## src/rtl/truth_table_scanner.sv

```systemverilog
// Truth-table scanner: walks a 2-input function under test through all four
// minterms, captures its output per minterm and compares against an expected mask.
module truth_table_scanner #(
    parameter int SETTLE = 1
) (
    input  logic       clk,
    input  logic       reset,
    input  logic       start,
    input  logic       abort,
    input  logic [3:0] expected,
    input  logic       f_in,
    output logic       a_out,
    output logic       b_out,
    output logic       busy,
    output logic       done,
    output logic [3:0] mask,
    output logic       match,
    output logic [1:0] first_bad
);

    typedef enum logic [1:0] {
        IDLE = 2'd0,
        SCAN = 2'd1,
        DONE = 2'd2
    } state_t;

    localparam logic [3:0] SETTLE_C = 4'(SETTLE);

    state_t     state, state_next;
    logic [1:0] idx, idx_next;
    logic [3:0] cnt, cnt_next;
    logic [3:0] mask_next;
    logic [3:0] exp_latch, exp_next;
    logic       a_next, b_next, busy_next, done_next, match_next;
    logic [1:0] first_bad_next;

    // Lowest minterm index where captured and expected tables disagree.
    function automatic logic [1:0] lowest_diff(input logic [3:0] m, input logic [3:0] e);
        logic [3:0] d;
        d = m ^ e;
        if (d[0])      return 2'd0;
        else if (d[1]) return 2'd1;
        else if (d[2]) return 2'd2;
        else if (d[3]) return 2'd3;
        else           return 2'd0;
    endfunction

    // Next-state, scan datapath and next-output computation.
    always_comb begin
        state_next = state;
        idx_next   = idx;
        cnt_next   = cnt;
        mask_next  = mask;
        exp_next   = exp_latch;
        case (state)
            IDLE: begin
                if (start) begin
                    state_next = SCAN;
                    exp_next   = expected;
                    mask_next  = 4'b0000;
                    idx_next   = 2'd0;
                    cnt_next   = 4'd0;
                end else begin
                    state_next = IDLE;
                end
            end
            SCAN: begin
                if (abort) begin
                    state_next = IDLE;
                end else if (cnt < SETTLE_C) begin
                    cnt_next = cnt + 4'd1;
                end else begin
                    mask_next[idx] = f_in;
                    cnt_next       = 4'd0;
                    if (idx == 2'd3) begin
                        state_next = DONE;
                    end else begin
                        idx_next = idx + 2'd1;
                    end
                end
            end
            DONE:    state_next = IDLE;
            default: state_next = IDLE;
        endcase

        busy_next      = (state_next == SCAN);
        done_next      = (state_next == DONE);
        a_next         = (state_next == SCAN) ? idx_next[1] : 1'b0;
        b_next         = (state_next == SCAN) ? idx_next[0] : 1'b0;
        match_next     = (mask_next == exp_next);
        first_bad_next = lowest_diff(mask_next, exp_next);
    end

    // State, datapath and output registers; outputs settle with the state they describe.
    always_ff @(posedge clk or posedge reset) begin
        if (reset) begin
            state     <= IDLE;
            idx       <= 2'd0;
            cnt       <= 4'd0;
            mask      <= 4'b0000;
            exp_latch <= 4'b0000;
            a_out     <= 1'b0;
            b_out     <= 1'b0;
            busy      <= 1'b0;
            done      <= 1'b0;
            match     <= 1'b1;
            first_bad <= 2'd0;
        end else begin
            state     <= state_next;
            idx       <= idx_next;
            cnt       <= cnt_next;
            mask      <= mask_next;
            exp_latch <= exp_next;
            a_out     <= a_next;
            b_out     <= b_next;
            busy      <= busy_next;
            done      <= done_next;
            match     <= match_next;
            first_bad <= first_bad_next;
        end
    end

endmodule

```

## config.mk

```make
export PLATFORM = sky130hd
export DESIGN_NAME = truth_table_scanner
export DESIGN_NICKNAME = d
export VERILOG_FILES = /design/src/rtl/truth_table_scanner.sv
export SDC_FILE = /design/constraint.sdc
export NUM_CORES = 1
export LEC_CHECK = 0
export CORE_ASPECT_RATIO = 1.2
export CORE_UTILIZATION = 50
export DETAILED_ROUTE_END_ITERATION = 8
export PLACE_DENSITY = 0.88
export SLEW_MARGIN = 20
export SYNTH_ARGS = -nofsm -noshare
export SYNTH_HDL_FRONTEND = slang
export SYNTH_SLANG_ARGS = --single-unit
```

## constraint.sdc

```tcl
create_clock -name clk -period 2.9 [get_ports clk]
set_clock_uncertainty 0.15 [all_clocks]
set_input_delay 0.58 -clock clk [delete_from_list [all_inputs] [get_ports clk]]
set_output_delay 0.58 -clock clk [all_outputs]
set_load 0.01 [all_outputs]
```

# ---- Word level (Yosys, flattened, before mapping)
# Cells that the tools add are included.
dict set report totals {
  reg_bits 23
  in_bits 9
  out_inout_bits 11
  word_cells 57
}
dict set report classes {
  addsub 2
  magnitude_cmp 3
  n_eq_ne 7
  n_mux 29
  bitwise 1
  n_reduce_logical 4
}
# op n
set ops {}
lappend ops {{$mux 4} 8}
lappend ops {{$mux 2} 11}
lappend ops {{$pmux 4 s2} 2}
lappend ops {{$pmux 2 s2} 2}
lappend ops {{$add 4x1->4 const B} 1}
lappend ops {{$bwmux 4} 1}
lappend ops {{$eq 2x1->1 const B} 2}
lappend ops {{$eq 2x2->1 const B} 2}
lappend ops {{$eq 4x4->1} 1}
lappend ops {{$lt 4x1->1 const B} 1}
lappend ops {{$mux 1} 4}
lappend ops {{$ne 2x2->1 const B} 2}
lappend ops {{$xor 4x4->4} 1}
lappend ops {{$lt 2x3->1 const B} 1}
lappend ops {{$reduce_and 3->1} 1}
lappend ops {{$add 2x1->2 const B} 1}
lappend ops {{$demux 1 s2} 1}
lappend ops {{$ge 2x1->1 const B} 1}
lappend ops {{$logic_not 2->1} 1}
lappend ops {{$reduce_bool 2->1} 1}
lappend ops {{$logic_and 1x1->1} 1}

# ---- Logic depth before layout (Yosys ltp)
dict set report logic_depth {
  ltp_word 13
  ltp_mapped 9
  mapped_depth_nobuf 8
}

# ---- Worst setup path after synthesis
# No wires, ideal clock.
dict set report synth_timing {
  path_kind {reg-to-reg}
  from {reg cnt[0]}
  to {reg match}
  setup_ns 0.084
  arrival_ns 1.879
  path_slack_ns 0.787
  path_stages_with_launch 10
  cell_sequence {dfrtp_1 -> inv_1 -> ha_1 -> or3b_1 -> buf_6 -> and3_4 -> o211ai_4 -> xnor2_1 -> nor2b_4 -> nor3b_1}
}
dict set report synth_via {
  elab_chain_cells 5
}
# element line
set synth_rtl {}
lappend synth_rtl {{start, declared} 31} ;# logic [3:0] cnt, cnt_next;
lappend synth_rtl {{start signal, assigned} 111} ;# cnt <= cnt_next;
lappend synth_rtl {{$lt 4x1->1} 70} ;# end else if (cnt < SETTLE_C) begin
lappend synth_rtl {{$mux 4} 70}
lappend synth_rtl {{$mux 4} 68} ;# if (abort) begin
lappend synth_rtl {{$pmux 4 s2} 55} ;# case (state)
lappend synth_rtl {{via mask_next[2]} 32} ;# logic [3:0] mask_next;
lappend synth_rtl {{$eq 4x4->1} 90} ;# match_next = (mask_next == exp_next);
lappend synth_rtl {{via match_next} 34} ;# logic a_next, b_next, busy_next, done_next, match_next;
lappend synth_rtl {{end signal, assigned} 118} ;# match <= match_next;
lappend synth_rtl {{end, declared} 17} ;# output logic match,
# The timed path passes the listed nets, and every way through them passes these cells.
# A chain may end at the register's enable or synchronous reset.

# ---- Final worst setup path
dict set report layout_timing {
  from {in start}
  to {reg match}
}
dict set report layout_via {
  elab_chain_cells 3
  elab_cells_between_ends 5
  cone_classes {eq/ne: 1; mux: 4}
}
# element line
set layout_rtl {}
lappend layout_rtl {{start, declared} 8} ;# input logic start,
lappend layout_rtl {{$mux 4} 57} ;# if (start) begin
lappend layout_rtl {{$mux 4} 55}
lappend layout_rtl {{via exp_next[2]} 33} ;# logic [3:0] exp_latch, exp_next;
lappend layout_rtl {{$eq 4x4->1} 90}
lappend layout_rtl {{via match_next} 34}
# The timed path passes the listed nets, and every way through them passes these cells.

==> flow_summary.rst <==
.. list-table::
   :header-rows: 1

   * - Metric
     - Value
   * - WP data required
     - about 3000 ps
   * - Simple-gate share of the synthesized area
     - a little under a quarter
   * - Number of resized instances in the post-cts repair step
     - 0
   * - Number of synthesized flops with an enable pin
     - 0
   * - Flip-flop and latch area
     - 577 um^2
   * - Clock tree root buffer cell
     - sky130_fd_sc_hd__clkbuf_4
   * - Die area
     - ~2400 um^2
   * - Buffers and inverters on the worst path
     - 1
   * - Path type of the worst setup path
     - input port to register
   * - Slowest library cell on the worst path
     - sky130_fd_sc_hd__clkdlybuf4s50_1
   * - Synthesized net count
     - between 100 and 150
   * - IR drop worst, VDD
     - approximately 0.47 mV
   * - Leading cell type in the layout, fill and taps excluded
     - sky130_fd_sc_hd__dfrtp_1
   * - Post-synthesis average cell area
     - 12.2 um^2
   * - Primary FF master, synth
     - sky130_fd_sc_hd__dfrtp_1
   * - Post-Synthesis Cell Area
     - 1130 um^2
   * - 1st-pass router iterations
     - 4
   * - Total track usage
     - between 15 and 20%
   * - Number of placement rows
     - 18
   * - Clock latency of the later-clocked register in the worst-skew pair
     - 310 ps
   * - Clock-pin slew of the registers on the worst-case setup and hold paths
     - about 110 ps
   * - Top library cells by usage in the layout, fill and taps aside
     - sky130_fd_sc_hd__dfrtp_1 (22), sky130_fd_sc_hd__clkdlybuf4s50_1 (19), sky130_fd_sc_hd__inv_1 (7), sky130_fd_sc_hd__nor2_1 (7), sky130_fd_sc_hd__nand2_1 (6)
   * - Maximum number of pins on one net before global-route repair
     - 24
   * - CTS tree
     - yes
   * - Portion of the post-synthesis area used by sequential elements
     - between 50 and 60%
   * - Number of global-route vias before repair
     - 725
   * - Wire length of the first global-routing pass
     - between 3000 and 4000 um
   * - R2R setup slack
     - approximately 550 ps
   * - Setup-violating endpoint count in the final report
     - 0
   * - Fin util
     - roughly 65%
   * - Highest attainable clock frequency
     - 402 MHz
   * - Number of cells on the worst reg-to-reg path
     - 8
   * - RSZ-0062 raised after global routing
     - no
   * - Arithmetic-cell share of the synthesized area counting full adders, half adders and majority gates
     - between 2 and 2.5%
   * - Half-perimeter wire length of the detailed placement result
     - 1450 um
   * - Proportion of netlist area held by the largest area contributor
     - between 40 and 50%
   * - Floorplan die height
     - 54.0 um
   * - Total count of hold-check failures in the final report
     - 0
   * - Synth Area in Compound Gates
     - 9.89%
   * - Via count normalized by instance count
     - about 5.5
   * - Critical path peak fanout
     - 6
   * - Antenna violations before repair
     - 0
   * - Instance count on the critical path
     - 6
   * - Post-Route Setup TNS
     - 0 ps
   * - Nature of the critical path startpoint
     - input port
   * - Dominant cell type by area after synthesis
     - sky130_fd_sc_hd__dfrtp_1
   * - Number of buffers inserted by hold repair at cts
     - 0
   * - Remaining routing DRC violations
     - 0
   * - Share of cells above drive strength 1
     - 20.2%
   * - Wirelength, routed
     - just under 2000 um
   * - Number of buffers created by CTS
     - 3
   * - Critical path's top delay family
     - simple AND/OR/NAND/NOR gates
   * - Synthesized flop and latch total
     - 23
   * - Power Density
     - ~650 nW/um^2
   * - Fraction of registers with async set/reset
     - between 90% and 100%
   * - Post-synthesis share of cell area spent on xor and xnor gates
     - ~3.8%
   * - Data arrival at the endpoint of the critical path
     - ~2600 ps
   * - Largest stage delay on the critical path
     - 500 ps
   * - Number of buffers inserted to repair setup after CTS
     - 0
   * - Instance count of the mapped netlist
     - between 90 and 100
   * - Clock Path Buffers
     - 2
   * - Maximum level of the CTS H-tree
     - 1
   * - Unique cell type count in the Yosys netlist
     - 37
   * - Pins Over Slew Limit
     - 0
   * - Slew headroom
     - between 40% and 50%
   * - Width of the chip
     - roughly 45 um
   * - Outcome
     - complete, no violations
   * - Clock period minus final worst setup slack
     - 2490 ps
   * - DR WL/cell
     - ~13 um
   * - Launch point of the worst reg-to-reg path
     - cnt[0]$_DFFE_PP0P_
   * - Placer Congestion
     - about 0.86
   * - Clk sink count
     - 23
   * - Number of antenna diodes
     - 0
   * - DR iter-0 viols
     - 17
   * - Ranking of synthesized cells by area
     - sky130_fd_sc_hd__dfrtp_1 (49%), sky130_fd_sc_hd__mux2_2 (5.0%), sky130_fd_sc_hd__o211ai_4 (3.8%)
   * - Leak pwr
     - about 0.60 nW
   * - Yosys warning total
     - 0
   * - Maximum capacitance violations
     - 0
   * - Filler Cells Inserted
     - 164
   * - Total congestion overflow after global routing
     - 0
   * - Floorplan core area
     - ~2100 um^2
   * - Period utilization
     - a little under nine tenths
   * - Starting utilization of the core area
     - between 50% and 60%
   * - Area of combinational cells with multiple inputs
     - a little over 500 um^2
   * - Startpoint of the most critical setup path
     - start
   * - IO Pins
     - 20
   * - Critical path capture point type
     - register
   * - Tightest Pin Transition
     - 841 ps
   * - Mux cell area share after synthesis
     - around 5.9%
   * - Cells along the critical path
     - clkdlybuf4s50_1 > nor3b_2 > mux2_2 > xnor2_1 > nor2b_4 > nor3b_1
   * - Dominant combinational cell family by area after synthesis
     - simple AND/OR/NAND/NOR gates
   * - CP Capture Point
     - match$_DFF_PP1_
   * - Path class of the lowest-slack min-delay path
     - register to register
   * - Port bufs
     - 19
   * - Area grow syn2layout
     - 21.6%
   * - Terminus of the critical flop-to-flop path
     - match$_DFF_PP1_
   * - Total vias in the final route
     - ~790
   * - Remaining antenna violation count after routing
     - 0
   * - Nets@finish
     - roughly 130
## area by class of cell
type | count | share of cell area [%]
tap | 30 | 2.74
inverter | 7 | 1.92
sequential | 23 | 42.1
clock buffer | 4 | 1.92
multi-input combinational | 61 | 37.4
timing repair buffer | 19 | 13.9
## state kept, by name (all words and copies together) (netlist names)
name       cells
match          1
exp_latch      4
a_out          1
first_bad      2
idx            2
done           1
mask           4
b_out          1
state          2
busy           1
cnt            4
## cells by family (layout without fill, tap and decap cells)
group           count (synthesis)  after routing
simple gates                   37             37
compound gates                 12             12
fa+ha+maj                       2              2
buf+inv                         8             30
flops                          23             23
xor+xnor                        4              4
mux                             6              6
## synthesized netlist by cell type (all sizes together), types with 2 or more instances
master	count
nand4	3
nor3	4
a21oi	2
o21ai	2
inv	7
a22o	2
ha	2
nor4	2
xor2	2
nand2	6
dfrtp	22
xnor2	2
o211ai	2
nor2b	3
and2	3
and3	2
nor2	7
nor3b	3
mux2	5
## worst min path at each step
| stage | start | slack (ps) | end | depth (start not counted) |
|---|---|---|---|---|
| floorplan | exp_latch[0]$_DFF_PP0_ | 330 | exp_latch[0]$_DFF_PP0_ | 1 |
| global placement | exp_latch[3]$_DFF_PP0_ | 340 | exp_latch[3]$_DFF_PP0_ | 1 |
| detailed placement | exp_latch[0]$_DFF_PP0_ | 350 | exp_latch[0]$_DFF_PP0_ | 1 |
| CTS | exp_latch[0]$_DFF_PP0_ | 380 | exp_latch[0]$_DFF_PP0_ | 1 |
| global route | exp_latch[0]$_DFF_PP0_ | 390 | exp_latch[0]$_DFF_PP0_ | 1 |
| finish | exp_latch[0]$_DFF_PP0_ | 370 | exp_latch[0]$_DFF_PP0_ | 1 |
## power breakdown
part / total [mW] / switching, mW / leakage, nW / internal (mW)
Clock: 0.144 / 0.0899 / 0.0150 / 0.0537
Combinational: 0.323 / 0.169 / 0.288 / 0.155
Sequential: 0.418 / 0.0371 / 0.300 / 0.380
## layer usage
metal  part of all wire (%)  routed length, um  GRT usage, %
met1                     44                857          21.6
met2                     49                948          31.4
met4                    2.0                 38          9.09
met5                      0                  0             0
met3                    4.3                 83          2.01
## metrics by stage
step | cell area, um^2 | hold WS [ps] | setup WS (ps) | std cells | total power, mW
global placement | 1340 | 345 | 237 | 140 | 0.730
floorplan | 1130 | 334 | 787 | 92 | 0.662
finish | 1370 | 373 | 413 | 144 | 0.885
detailed placement | 1340 | 349 | 105 | 140 | 0.746
CTS | 1370 | 376 | 426 | 144 | 0.890
global route | 1370 | 391 | 321 | 144 | 0.947
No activity file was read; power rests on OpenSTA's default activity.
